### config.mk
export PLATFORM = sky130hd
export DESIGN_NAME = imem_boot_loader
export DESIGN_NICKNAME = d
export VERILOG_FILES = /design/src/rtl/imem_boot_loader.sv
export SDC_FILE = /design/constraint.sdc
export NUM_CORES = 1
export LEC_CHECK = 0
export ABC_AREA = 1
export BUFFER_PORTS_ARGS = -buffer_cell sky130_fd_sc_hd__buf_2
export CELL_PAD_IN_SITES_DETAIL_PLACEMENT = 1
export CELL_PAD_IN_SITES_GLOBAL_PLACEMENT = 1
export CORE_AREA = 8 8 139 141
export CTS_CLUSTER_DIAMETER = 30
export CTS_CLUSTER_SIZE = 10
export DETAILED_ROUTE_END_ITERATION = 10
export DIE_AREA = 0 0 147 149
export HOLD_SLACK_MARGIN = 0.12
export PLACE_DENSITY_LB_ADDON = 0.15
export SYNTH_ARGS = -nofsm -noshare
export SYNTH_HDL_FRONTEND = slang
export SYNTH_SLANG_ARGS = --single-unit
### constraint.sdc
create_clock -name SYS_clk -period 2.3 [get_ports SYS_clk]
set_clock_uncertainty 0.1 [all_clocks]
set_input_delay 0.46 -clock SYS_clk [delete_from_list [all_inputs] [get_ports SYS_clk]]
set_output_delay 0.46 -clock SYS_clk [all_outputs]
set_load 0.02 [all_outputs]
### src/rtl/imem_boot_loader.sv
// Boot loader: byte stream -> LE 32-bit words -> instruction memory, XOR-checksum verified.
// Latency: imem write strobe one cycle after the 4th byte of a word; status flags decoded from state.
// Backpressure: rx_ready high while loading (HDR/LOAD/CHK), low once finished (DONE/ERROR).
//
// Ports:
//   SYS_clk, SYS_reset        clock, async active-low reset
//   rx_valid/rx_data/rx_ready byte stream in
//   restart                   reload request, honoured in DONE/ERROR only
//   cpu_fetch_addr            CPU fetch address, passed to imem_addr in DONE
//   imem_addr/imem_we/imem_wdata  instruction memory port
//   cpu_stall/boot_done/boot_error/words_loaded  status
module imem_boot_loader #(
  parameter int DEPTH  = 1000,
  parameter int ADDR_W = 10
) (
  input  logic              SYS_clk,
  input  logic              SYS_reset,
  input  logic              rx_valid,
  input  logic [7:0]        rx_data,
  output logic              rx_ready,
  input  logic              restart,
  input  logic [ADDR_W-1:0] cpu_fetch_addr,
  output logic [ADDR_W-1:0] imem_addr,
  output logic              imem_we,
  output logic [31:0]       imem_wdata,
  output logic              cpu_stall,
  output logic              boot_done,
  output logic              boot_error,
  output logic [15:0]       words_loaded
);

  typedef enum logic [2:0] {HDR, LOAD, CHK, DONE, ERROR} state_t;

  localparam logic [15:0] DEPTH16 = 16'(DEPTH);

  state_t            state_q, state_d;
  logic [1:0]        byte_cnt;
  logic [7:0]        hdr_lo;
  logic [23:0]       byte_buf;   // first three bytes of the word being assembled
  logic [15:0]       len;
  logic [ADDR_W-1:0] word_idx;
  logic [ADDR_W-1:0] wr_addr;
  logic [31:0]       checksum;

  logic        acc;
  logic        fin;
  logic [15:0] len_n;
  logic [31:0] word_n;
  logic        last_word;

  assign rx_ready   = (state_q == HDR) || (state_q == LOAD) || (state_q == CHK);
  assign acc        = rx_valid && rx_ready;
  assign fin        = (state_q == DONE) || (state_q == ERROR);
  assign len_n      = {rx_data, hdr_lo};
  assign word_n     = {rx_data, byte_buf};
  // words_loaded counts words already written, so +1 identifies word N-1
  assign last_word  = (words_loaded + 16'd1) == len;

  assign boot_done  = (state_q == DONE);
  assign boot_error = (state_q == ERROR);
  assign cpu_stall  = (state_q != DONE);
  assign imem_addr  = (state_q == DONE) ? cpu_fetch_addr : wr_addr;

  always_ff @(posedge SYS_clk or negedge SYS_reset) begin
    if (!SYS_reset) state_q <= HDR;
    else            state_q <= state_d;
  end

  always_comb begin
    state_d = state_q;
    case (state_q)
      HDR: begin
        if (acc && byte_cnt[0]) begin
          if (len_n == 16'd0 || len_n > DEPTH16) state_d = ERROR;
          else                                   state_d = LOAD;
        end
      end
      LOAD: begin
        if (acc && byte_cnt == 2'd3 && last_word) state_d = CHK;
      end
      CHK: begin
        if (acc && byte_cnt == 2'd3) state_d = (word_n == checksum) ? DONE : ERROR;
      end
      DONE, ERROR: begin
        if (restart) state_d = HDR;
      end
      default: state_d = HDR;
    endcase
  end

  always_ff @(posedge SYS_clk or negedge SYS_reset) begin
    if (!SYS_reset) begin
      byte_cnt     <= '0;
      hdr_lo       <= '0;
      byte_buf     <= '0;
      len          <= '0;
      word_idx     <= '0;
      wr_addr      <= '0;
      checksum     <= '0;
      words_loaded <= '0;
      imem_we      <= 1'b0;
      imem_wdata   <= '0;
    end else begin
      imem_we <= 1'b0;
      if (fin && restart) begin
        byte_cnt     <= '0;
        word_idx     <= '0;
        wr_addr      <= '0;
        checksum     <= '0;
        words_loaded <= '0;
      end else if (acc) begin
        case (state_q)
          HDR: begin
            if (!byte_cnt[0]) begin
              hdr_lo   <= rx_data;
              byte_cnt <= 2'd1;
            end else begin
              len      <= len_n;
              byte_cnt <= 2'd0;
            end
          end
          LOAD, CHK: begin
            byte_cnt <= byte_cnt + 2'd1;
            if (byte_cnt != 2'd3) begin
              byte_buf[8*byte_cnt +: 8] <= rx_data;
            end else if (state_q == LOAD) begin
              imem_we      <= 1'b1;
              imem_wdata   <= word_n;
              wr_addr      <= word_idx;
              word_idx     <= word_idx + 1'b1;
              checksum     <= checksum ^ word_n;
              words_loaded <= words_loaded + 16'd1;
            end
          end
          default: ;
        endcase
      end
    end
  end

endmodule

==> results of run 1 <==
cells by family after synthesis:
| group | after synthesis | share of synthesized area (%) |
|---|---|---|
| flops | 154 | 52.3 |
| buf+inv | 149 | 7.94 |
| fa+ha+maj | 7 | 1.19 |
| mux | 2 | 0.305 |
| compound gates | 170 | 13.2 |
| simple gates | 347 | 21.2 |
| xor+xnor | 33 | 3.92 |
what timing repair did:
action                                  4_1_cts  5_1_grt
hold endpoints to repair                     44        0
hold buffers                                  1        0
gates resized for setup                       2       22
cloned                                        0        2
pin swaps                                     0        2
endpoints found under the setup margin        8       11
buffers inserted                              0        3
area by class of cell:
cell class	instances	area, µm²
fill	2111	8300
sequential	154	3860
multi-input combinational	559	2950
timing repair buffer	109	689
clock buffer	19	433
inverter	111	417
tap	225	282
clock inverter	12	126
metal layers:
metal / up-vias / routed length [µm] / share of wire [%]
li1: 3005 / - / -
met1: 3150 / 9280 / 44
met2: 109 / 10800 / 51
met3: 23 / 876 / 4.1
met4: 0 / 379 / 1.8
met5: - / 0 / 0
worst paths after layout:
kind	slack [ps]	endpoint	from
max	40	imem_addr[8]	state_q[0]$_DFFE_PN0P_
max in group asynchronous	1020	state_q[2]$_DFFE_PN0P_	SYS_reset
min reg2reg	360	imem_wdata[28]$_DFFE_PN0P_	imem_wdata[28]$_DFFE_PN0P_
max reg2reg	150	checksum[7]$_DFFE_PN0P_	state_q[0]$_DFFE_PN0P_
min in group asynchronous	440	imem_wdata[22]$_DFFE_PN0P_	SYS_reset
min	260	byte_cnt[1]$_DFFE_PN0P_	rx_valid
state kept, by name, indices dropped and copies added (netlist names):
| register | cells |
|---|---|
| imem_we | 1 |
| wr_addr | 10 |
| hdr_lo | 8 |
| byte_buf | 24 |
| imem_wdata | 32 |
| len | 16 |
| checksum | 32 |
| state_q | 3 |
| words_loaded | 16 |
| word_idx | 10 |
| byte_cnt | 2 |
worst max-delay path: stages (launching register included):
cell and delay, ps:
sky130_fd_sc_hd__dfrtp_2 430, sky130_fd_sc_hd__inv_2 60, sky130_fd_sc_hd__nor3_4 290, sky130_fd_sc_hd__buf_6 180, sky130_fd_sc_hd__nand2_1 50, sky130_fd_sc_hd__o21ai_0 80, sky130_fd_sc_hd__buf_4 180
Yosys cell counts, drive strengths merged, types with 2 or more instances:
library cell / number / area (µm²)
nand2: 197 / 767
a21oi: 11 / 62.6
nand3: 52 / 260
o21a: 4 / 30.0
mux2: 2 / 22.5
buf: 19 / 97.6
nor3: 18 / 90.1
o21ai: 114 / 574
nor2: 50 / 256
nand4: 28 / 175
inv: 111 / 417
clkbuf: 19 / 71.3
dfrtp: 154 / 3850
xnor2: 17 / 149
o22ai: 21 / 131
ha: 7 / 87.6
xor2: 16 / 140
a22o: 16 / 140
report_power, final:
| group | leakage (nW) | internal, W | switching, W | total (W) |
|---|---|---|---|---|
| logic | 2.00 | 0.000503 | 0.00103 | 0.00153 |
| clock network | 0.273 | 0.00159 | 0.00114 | 0.00272 |
| registers | 1.98 | 0.00302 | 0.000250 | 0.00327 |
| total | 4.24 | 0.00511 | 0.00242 | 0.00753 |
stage by stage:
| stage | worst slack (ps) | hold WS, ps | cells |
|---|---|---|---|
| 2_1_floorplan | 275 | 64.4 | 862 |
| 5_1_grt | -39.7 | 277 | 1189 |
| 3_5_place_dp | 194 | 331 | 1152 |
| 3_3_place_gp | 268 | 325 | 1152 |
| 6_report | 42.2 | 261 | 1189 |
| 4_1_cts | 5.27 | 255 | 1184 |
==> results.py, run 1 <==
metrics = {
    "global_route": {
        "grt_max_degree": 102,
        "first_global_vias": 6899,
        "antenna_found_initial": 0,
        "use_met1_pct": 24.2,
        "grt_first_pass_wirelength_mm": 35.5,
        "global_route_met3_usage_pct": 4.22,
        "use_met2_pct": 34.7,
        "grt-busiest-layer": "met2",
        "globalRouteOverflowTotal": 0,
        "grt_util_all_layers_pct": 20.1,
    },
    "placement": {
        "port-buffer-count": 84,
        "hpwlAfterDp_mm": 14.9,
        "globalplace.congestion": 0.823,
        "area_post_placement_mm2": 0.00811,
    },
    "synthesis": {
        "synth_edf_count": 0,
        "synth.yosys.warnings": 0,
        "yosys_most_used_dff": "sky130_fd_sc_hd__dfrtp_1",
        "cell_area_after_synthesis_mm2": 0.00737,
        "postSynthNetCount": 891,
        "postSynth.asyncResetShare_pct": 100,
        "seq_area_frac_synth_pct": 52.3,
        "post_synth_inst_count": 862,
        "yosys.cell_types.count": 34,
        "synth.avg_cell_area_um2": 8.56,
        "ys_seq_elements": 154,
    },
    "routing": {
        "drc": 0,
        "routed-via-count": 6287,
        "viasPerCell": 5.29,
        "totalWireLength_mm": 21.3,
        "drt.antenna.violating_nets": 0,
        "wl_per_cell_um": 17.9,
        "drt_iter0_markers": 295,
        "drt-pass1-iter-count": 5,
    },
    "clock_tree": {
        "tritoncts": "built",
        "clock_sink_count": 154,
        "clk_pin_slew_ps": 60,
        "clock_tree.htree_level_count": 4,
        "cts-buffers-inserted": 17,
        "root_buffer": "sky130_fd_sc_hd__clkbuf_16",
        "clkLatencyLatePin_ps": 430,
        "ctsLongestPathBuffers": 2,
    },
    "power_and_ir_drop": {
        "totalPowerFinal_w": 0.00753,
        "static-leakage-power_nw": 4.24,
        "power_density_mw_per_mm2": 859,
        "worst_vdd_drop_mv": 0.552,
    },
    "final_layout": {
        "net_total_in_the_final_layout": 981,
        "design_area_mm2": 0.00876,
        "most-common-layout-cells": "187 x sky130_fd_sc_hd__nand2_1, 148 x sky130_fd_sc_hd__dfrtp_1, 109 x sky130_fd_sc_hd__o21ai_0",
        "antennaDiodeCount": 0,
        "final_util_pct": 51.4,
        "drive_gt1_share_pct": 18.3,
        "mostFrequentLayoutCell": "sky130_fd_sc_hd__nand2_1",
        "flow.area_growth_from_synthesis_pct": 18.8,
    },
    "sta": {
        "post_route_clock_period_utilization_pct": 98.2,
        "hold_violations": 0,
        "max_slew.worst_pin.slew_ps": 576,
        "period_minus_slack_ps": 2260,
        "worst_slew_margin_rel_pct": 61.5,
        "final-max-slew-violation-count": 0,
        "finalSetupViolCount": 0,
        "fmax_mhz": 443,
        "total_negative_slack_ps": 0,
        "rsz0062_at_grt": "true",
    },
    "die": {
        "io_pins": 85,
        "die_w_um": 147,
        "die_y_extent_um": 149,
        "core_region_area_mm2": 0.0171,
        "rows": 48,
        "initial_core_util_pct": 43.2,
        "die-area_mm2": 0.0219,
    },
    "critical_path": {
        "crit_type": "reg -> out",
        "cp-start-kind": "flip-flop",
        "endpoint_kind": "output pin",
        "arrival_ps": 1700,
        "critical_path_required_ps": 1740,
        "timing.reg2reg.worst_path_depth": 10,
        "critPathMaxFanout": 6,
    },
    "job": {
        "max_cap_violations": 0,
    },
    "run_status": {
        "status": "completed",
    },
    "hold_path": {
        "min_path_type": "in -> reg",
        "hold-path-cell-count": 3,
    },
}
No activity file was read; power rests on OpenSTA's default activity.
==> run 2: changes to the inputs <==
--- a/config.mk
+++ b/config.mk
@@ -15,7 +15,7 @@
 export DETAILED_ROUTE_END_ITERATION = 10
 export DIE_AREA = 0 0 147 149
 export HOLD_SLACK_MARGIN = 0.12
-export PLACE_DENSITY_LB_ADDON = 0.15
+export PLACE_DENSITY = 0.77
 export SYNTH_ARGS = -nofsm -noshare
 export SYNTH_HDL_FRONTEND = slang
 export SYNTH_SLANG_ARGS = --single-unit
==> run 2 against run 1 <==
Net effect: combinational power rose by 5%; sequential power about the same; via count barely moved; sequential cell count stayed put; global-route usage down 0.29 points; clock power rose by 3%; fmax is 0.70% lower; largest cell class unchanged; power up 1.6%; core utilization grew 0.23 points; critical path depth shrank 1; critical path type unchanged; sequential share of layout area decreased by 0.24 points; highest routed layer unchanged; first-iteration DRC count fell by 12%; critical endpoint is now imem_addr[7].
==> results.py, run 2 (same netlist as run 1, synthesis figures left out) <==
metrics = {
    "routing": {
        "wl_per_cell_um": 17.6,
        "drc": 0,
        "viasPerCell": 5.29,
        "totalWireLength_mm": 20.9,
        "drt.antenna.violating_nets": 0,
        "drt_iter0_markers": 259,
        "routed-via-count": 6292,
        "drt-pass1-iter-count": 4,
    },
    "placement": {
        "worst_slack_at_placement_ps": 180,
        "globalplace.congestion": 0.795,
        "port-buffer-count": 84,
        "hpwlAfterDp_mm": 14.5,
        "placedCellCount": 1150,
    },
    "critical_path": {
        "critPathMaxFanout": 11,
        "cp-start-kind": "flip-flop",
        "r2r-end": "word_idx[4]$_DFFE_PN0P_",
        "ff2ff_setup_slack_ps": 210,
        "critPathCapture": "imem_addr[7]",
        "critical_path_required_ps": 1740,
        "arrival_ps": 1710,
        "timing.reg2reg.worst_path_depth": 11,
        "endpoint_kind": "output pin",
        "critical_path_origin": "state_q[0]$_DFFE_PN0P_",
        "crit_type": "reg -> out",
        "regToRegStartpoint": "state_q[2]$_DFFE_PN0P_",
    },
    "final_layout": {
        "antennaDiodeCount": 0,
        "drive_gt1_share_pct": 18.2,
        "most-common-layout-cells": "187 x sky130_fd_sc_hd__nand2_1, 151 x sky130_fd_sc_hd__dfrtp_1, 111 x sky130_fd_sc_hd__o21ai_0",
        "layoutNonFillerInstCount": 1189,
        "mostFrequentLayoutCell": "sky130_fd_sc_hd__nand2_1",
        "net_total_in_the_final_layout": 981,
        "final_util_pct": 51.6,
        "final.fill_count": 2076,
        "flow.area_growth_from_synthesis_pct": 19.3,
        "largest_registers_in_the_final_layout": "checksum x32, imem_wdata x32, byte_buf x24",
    },
    "global_route": {
        "grt_first_pass_wirelength_mm": 34.9,
        "first_global_vias": 6735,
        "grt_max_degree": 102,
        "antenna_found_initial": 0,
        "grt_util_all_layers_pct": 19.8,
        "globalRouteOverflowTotal": 0,
    },
    "clock_tree": {
        "ctsLongestPathBuffers": 2,
        "clk_pin_slew_ps": 60,
        "root_buffer": "sky130_fd_sc_hd__clkbuf_16",
        "tritoncts": "built",
        "clock_sink_count": 154,
        "clock_tree.htree_level_count": 4,
        "clkLatencyLatePin_ps": 430,
        "cts-buffers-inserted": 17,
    },
    "die": {
        "initial_core_util_pct": 43.2,
        "die-area_mm2": 0.0219,
        "rows": 48,
        "io_pins": 85,
        "core_region_area_mm2": 0.0171,
        "die_w_um": 147,
        "die_y_extent_um": 149,
    },
    "sta": {
        "final-max-slew-violation-count": 0,
        "final_critical_path_setup_slack_ps": 26.2,
        "fin_worst_hold_slack_ps": 244,
        "post_route_clock_period_utilization_pct": 98.9,
        "hold_violations": 0,
        "finalSetupViolCount": 0,
        "period_minus_slack_ps": 2270,
        "rsz0062_at_grt": "true",
        "max_slew.worst_pin.slew_ps": 552,
        "fmax_mhz": 440,
        "worst_slew_margin_rel_pct": 63.1,
    },
    "power_and_ir_drop": {
        "power_density_mw_per_mm2": 869,
        "totalPowerFinal_w": 0.00764,
        "worst_vdd_drop_mv": 0.561,
        "static-leakage-power_nw": 4.26,
    },
    "run_status": {
        "status": "completed",
    },
    "hold_path": {
        "holdCritStartpoint": "rx_valid",
        "min_path_type": "in -> reg",
    },
    "job": {
        "max_cap_violations": 0,
    },
}
run 2: cell types whose count changed in the layout (fill, tap and decap cells not counted), sizes merged:
cell,previous run,this run
clkbuf,19,21
clkinv,7,5
run 2: final cells by class:
type	instances	area [µm²]	area share, %
clock inverters	10	119	1.35
clock buffers	21	460	5.23
well taps	225	282	3.20
flip-flops and latches	154	3860	43.8
inverters	111	417	4.74
multi-input cells	559	2960	33.6
repair buffers	109	707	8.03
run 2: per-stage QoR:
step,setup TNS [ps],area (µm²)
floorplan,0,7370
finish,0,8800
CTS,0,8710
global route,-385,8800
global placement,0,8110
detailed placement,0,8110
run 2: worst min-delay path by stage:
stage | depth (start not counted) | end | slack (ps)
2_1_floorplan | 0 | byte_buf[0]$_DFFE_PN0P_ | 60
3_5_place_dp | 1 | imem_wdata[22]$_DFFE_PN0P_ | 310
3_3_place_gp | 1 | imem_wdata[23]$_DFFE_PN0P_ | 300
4_1_cts | 3 | byte_cnt[1]$_DFFE_PN0P_ | 240
6_report | 3 | byte_cnt[1]$_DFFE_PN0P_ | 240
5_1_grt | 3 | byte_cnt[1]$_DFFE_PN0P_ | 280
run 2: critical path: stages (launching register included):
cell and delay, ps:
sky130_fd_sc_hd__dfrtp_2 400, sky130_fd_sc_hd__inv_2 60, sky130_fd_sc_hd__nor3_4 330, sky130_fd_sc_hd__buf_4 240, sky130_fd_sc_hd__o21ai_0 90, sky130_fd_sc_hd__buf_4 160
run 2: report_power, final:
| part | internal [W] | leakage [nW] | switching (W) |
|---|---|---|---|
| Clock | 0.00165 | 0.281 | 0.00114 |
| Combinational | 0.000553 | 2.00 | 0.00105 |
| Sequential | 0.00302 | 1.98 | 0.000231 |
run 2: routing by layer:
metal / vias up / share of wire, % / global-route usage (%)
li1: 3005 / - / -
met1: 3168 / 45 / 24.3
met2: 101 / 50 / 34.4
met3: 18 / 3.6 / 4.55
met4: 0 / 1.1 / 5.35
met5: - / 0 / 0
run 2: repair_timing:
item | 4_1_cts | 5_1_grt
gates cloned | 0 | 2
gates resized for setup | 2 | 17
endpoints found under the setup margin | 10 | 14
hold buffers | 1 | 0
pin swaps | 0 | 2
setup buffers | 0 | 5
hold endpoints to repair | 38 | 0
==> run 3: changes to the inputs <==
==> config.mk (replaced) <==
export PLATFORM = sky130hd
export DESIGN_NAME = imem_boot_loader
export DESIGN_NICKNAME = d
export VERILOG_FILES = /design/src/rtl/imem_boot_loader.sv
export SDC_FILE = /design/constraint.sdc
export NUM_CORES = 1
export LEC_CHECK = 0
export ABC_AREA = 1
export BUFFER_PORTS_ARGS = -buffer_cell sky130_fd_sc_hd__buf_2
export CORE_AREA = 8 8 168 91
export CTS_CLUSTER_DIAMETER = 30
export CTS_CLUSTER_SIZE = 10
export DETAILED_ROUTE_END_ITERATION = 10
export DIE_AREA = 0 0 176 99
export HOLD_SLACK_MARGIN = 0.12
export PLACE_DENSITY = 0.78
export SYNTH_ARGS = -nofsm -noshare
export SYNTH_HDL_FRONTEND = slang
export SYNTH_SLANG_ARGS = --single-unit
==> run 3 against run 2 <==
Net effect: core utilization up 16 points; die area down 20%; non-clock buffer count up 6; critical path depth unchanged; combinational power about the same; sequential share of layout area about the same; largest cell class unchanged; fmax down 0.41%; design area down 0.14%.
==> results.py, run 3 (same netlist as run 1, synthesis figures left out) <==
metrics = {
    "power_and_ir_drop": {
        "net_sw_share_pct": 31.2,
        "power_density_mw_per_mm2": 886,
        "clkPwrFrac_pct": 37.8,
        "switching_power_w": 0.00243,
        "power_frac_comb_pct": 20.4,
        "worst_vdd_drop_mv": 0.447,
        "share_seq_of_total_power_pct": 41.8,
        "p_int_w": 0.00535,
        "static-leakage-power_nw": 4.30,
    },
    "critical_path": {
        "critical_path_required_ps": 1740,
        "crit_chain": "nor3_4 -> buf_4 -> nand2_1 -> o21ai_0 -> buf_2",
        "critPathMaxFanout": 5,
        "timing.reg2reg.worst_path_depth": 8,
        "ff2ff_setup_slack_ps": 90,
        "endpoint_kind": "output pin",
        "r2r-end": "byte_buf[15]$_DFFE_PN0P_",
        "crit_type": "reg -> out",
        "crit_path_max_incr_delay_ps": 450,
        "worst_path_dominant_cell_family": "flip-flops",
        "cp-start-kind": "flip-flop",
        "arrival_ps": 1720,
        "path_buf_inv": 2,
        "regToRegStartpoint": "state_q[0]$_DFFE_PN0P_",
        "critical_path.slowest_cell": "sky130_fd_sc_hd__dfrtp_2",
    },
    "sta": {
        "hold_violations": 0,
        "fin_worst_hold_slack_ps": 284,
        "fmax_mhz": 438,
        "period_minus_slack_ps": 2280,
        "final_critical_path_setup_slack_ps": 16.9,
        "post_route_clock_period_utilization_pct": 99.3,
        "rsz0062_at_grt": "true",
        "worst_slew_margin_rel_pct": 65.2,
        "max_slew.worst_pin.slew_ps": 520,
        "finalSetupViolCount": 0,
        "final-max-slew-violation-count": 0,
    },
    "die": {
        "initial_core_util_pct": 56.6,
        "rows": 30,
        "die_y_extent_um": 99,
        "io_pins": 85,
        "die-area_mm2": 0.0174,
        "die_w_um": 176,
        "core_region_area_mm2": 0.0130,
    },
    "global_route": {
        "grt_first_pass_wirelength_mm": 30.9,
        "first_global_vias": 6102,
        "grt_max_degree": 53,
        "antenna_found_initial": 0,
        "globalRouteOverflowTotal": 0,
        "grt_util_all_layers_pct": 22.1,
    },
    "clock_tree": {
        "cts-buffers-inserted": 17,
        "clock_sink_count": 154,
        "ctsLongestPathBuffers": 2,
        "tritoncts": "built",
        "clkLatencyLatePin_ps": 420,
        "clock_tree.htree_level_count": 4,
        "clk_pin_slew_ps": 60,
        "root_buffer": "sky130_fd_sc_hd__clkbuf_16",
    },
    "final_layout": {
        "drive_gt1_share_pct": 18.5,
        "largest_registers_in_the_final_layout": "checksum x32, imem_wdata x32, byte_buf x24",
        "most-common-layout-cells": "188 x sky130_fd_sc_hd__nand2_1, 152 x sky130_fd_sc_hd__dfrtp_1, 111 x sky130_fd_sc_hd__o21ai_0",
        "mostFrequentLayoutCell": "sky130_fd_sc_hd__nand2_1",
        "layoutNonFillerInstCount": 1147,
        "footprint_of_the_multi_input_gates_mm2": 0.00296,
        "register_area_mm2": 0.00386,
        "final.fill_count": 1047,
        "antennaDiodeCount": 0,
        "flow.area_growth_from_synthesis_pct": 19.1,
        "net_total_in_the_final_layout": 987,
    },
    "hold_path": {
        "holdCritStartpoint": "rx_valid",
        "min_path_type": "in -> reg",
        "hold-path-cell-count": 3,
        "min_to": "byte_cnt[1]$_DFFE_PN0P_",
    },
    "routing": {
        "drt-pass1-iter-count": 7,
        "drt_iter0_markers": 659,
        "routed-via-count": 6366,
        "wl_per_cell_um": 17.1,
        "viasPerCell": 5.55,
        "totalWireLength_mm": 19.6,
        "drc": 0,
        "drt.antenna.violating_nets": 0,
    },
    "placement": {
        "port-buffer-count": 84,
        "globalplace.congestion": 0.894,
        "hpwlAfterDp_mm": 13.3,
        "placedCellCount": 1106,
        "worst_slack_at_placement_ps": 146,
    },
    "job": {
        "max_cap_violations": 0,
    },
    "run_status": {
        "status": "completed",
    },
}
[run 3: cell type report]
cell class / count / area share [%]
inverters: 111 / 4.74
well taps: 176 / 2.51
repair buffers: 115 / 8.15
multi-input cells: 559 / 33.7
clock inverters: 12 / 1.87
flip-flops and latches: 154 / 43.9
clock buffers: 20 / 5.20
[run 3: worst reg2reg max path, delay by kind of cell (launching register included)]
family	cells	cell delay, ps
compound gates	2	440
simple gates	4	890
buf+inv	2	240
flops	1	440
[run 3: power by group through the flow]
| stage | clock network, W | logic (W) | registers, W |
|---|---|---|---|
| final | 0.00294 | 0.00158 | 0.00325 |
| after global routing | 0.00309 | 0.00175 | 0.00329 |
| after CTS | 0.00298 | 0.00149 | 0.00325 |
| after detailed placement | 0 | 0.00147 | 0.00329 |
| after global placement | 0 | 0.00142 | 0.00329 |
| after floorplan | 0 | 0.00102 | 0.00323 |
[run 3: how the worst max path moves through the flow]
stage          slack, ps  cells after the start                         from                endpoint
2_1_floorplan        270                      3       state_q[2]$_DFFE_PN0P_            imem_addr[1]
3_3_place_gp         260                     14  words_loaded[1]$_DFFE_PN0P_  state_q[0]$_DFFE_PN0P_
3_5_place_dp         150                     14  words_loaded[1]$_DFFE_PN0P_  state_q[2]$_DFFE_PN0P_
4_1_cts               10                      5       state_q[2]$_DFFE_PN0P_            imem_addr[4]
5_1_grt              -50                      6       state_q[0]$_DFFE_PN0P_            imem_addr[6]
6_report              20                      5       state_q[2]$_DFFE_PN0P_            imem_addr[6]
[run 3: metal layers]
metal  track usage (%)  part of all wire (%)  vias up
met5                 0                     0        -
met1              32.7                    47     3035
met2              31.4                    42      283
met4              6.35                   1.5        0
li1                  -                     -     3016
met3              5.34                   9.7       32
[run 3: metrics by stage]
step / power, W / TNS [ps] / cell area [µm²] / utilization, %
after floorplan: 0.00426 / 0 / 7370 / -
after global placement: 0.00471 / 0 / 8080 / 62.0
after detailed placement: 0.00476 / 0 / 8080 / 62.0
final: 0.00778 / 0 / 8790 / 67.5
after CTS: 0.00772 / 0 / 8710 / 66.8
after global routing: 0.00812 / -215 / 8790 / 67.5
[run 3: repair_timing]
| action | CTS | global route |
|---|---|---|
| gates resized for setup | 0 | 11 |
| hold buffers | 1 | 0 |
| endpoints found under the hold margin | 48 | 0 |
| setup buffers | 0 | 6 |
| endpoints found under the setup margin | 0 | 12 |
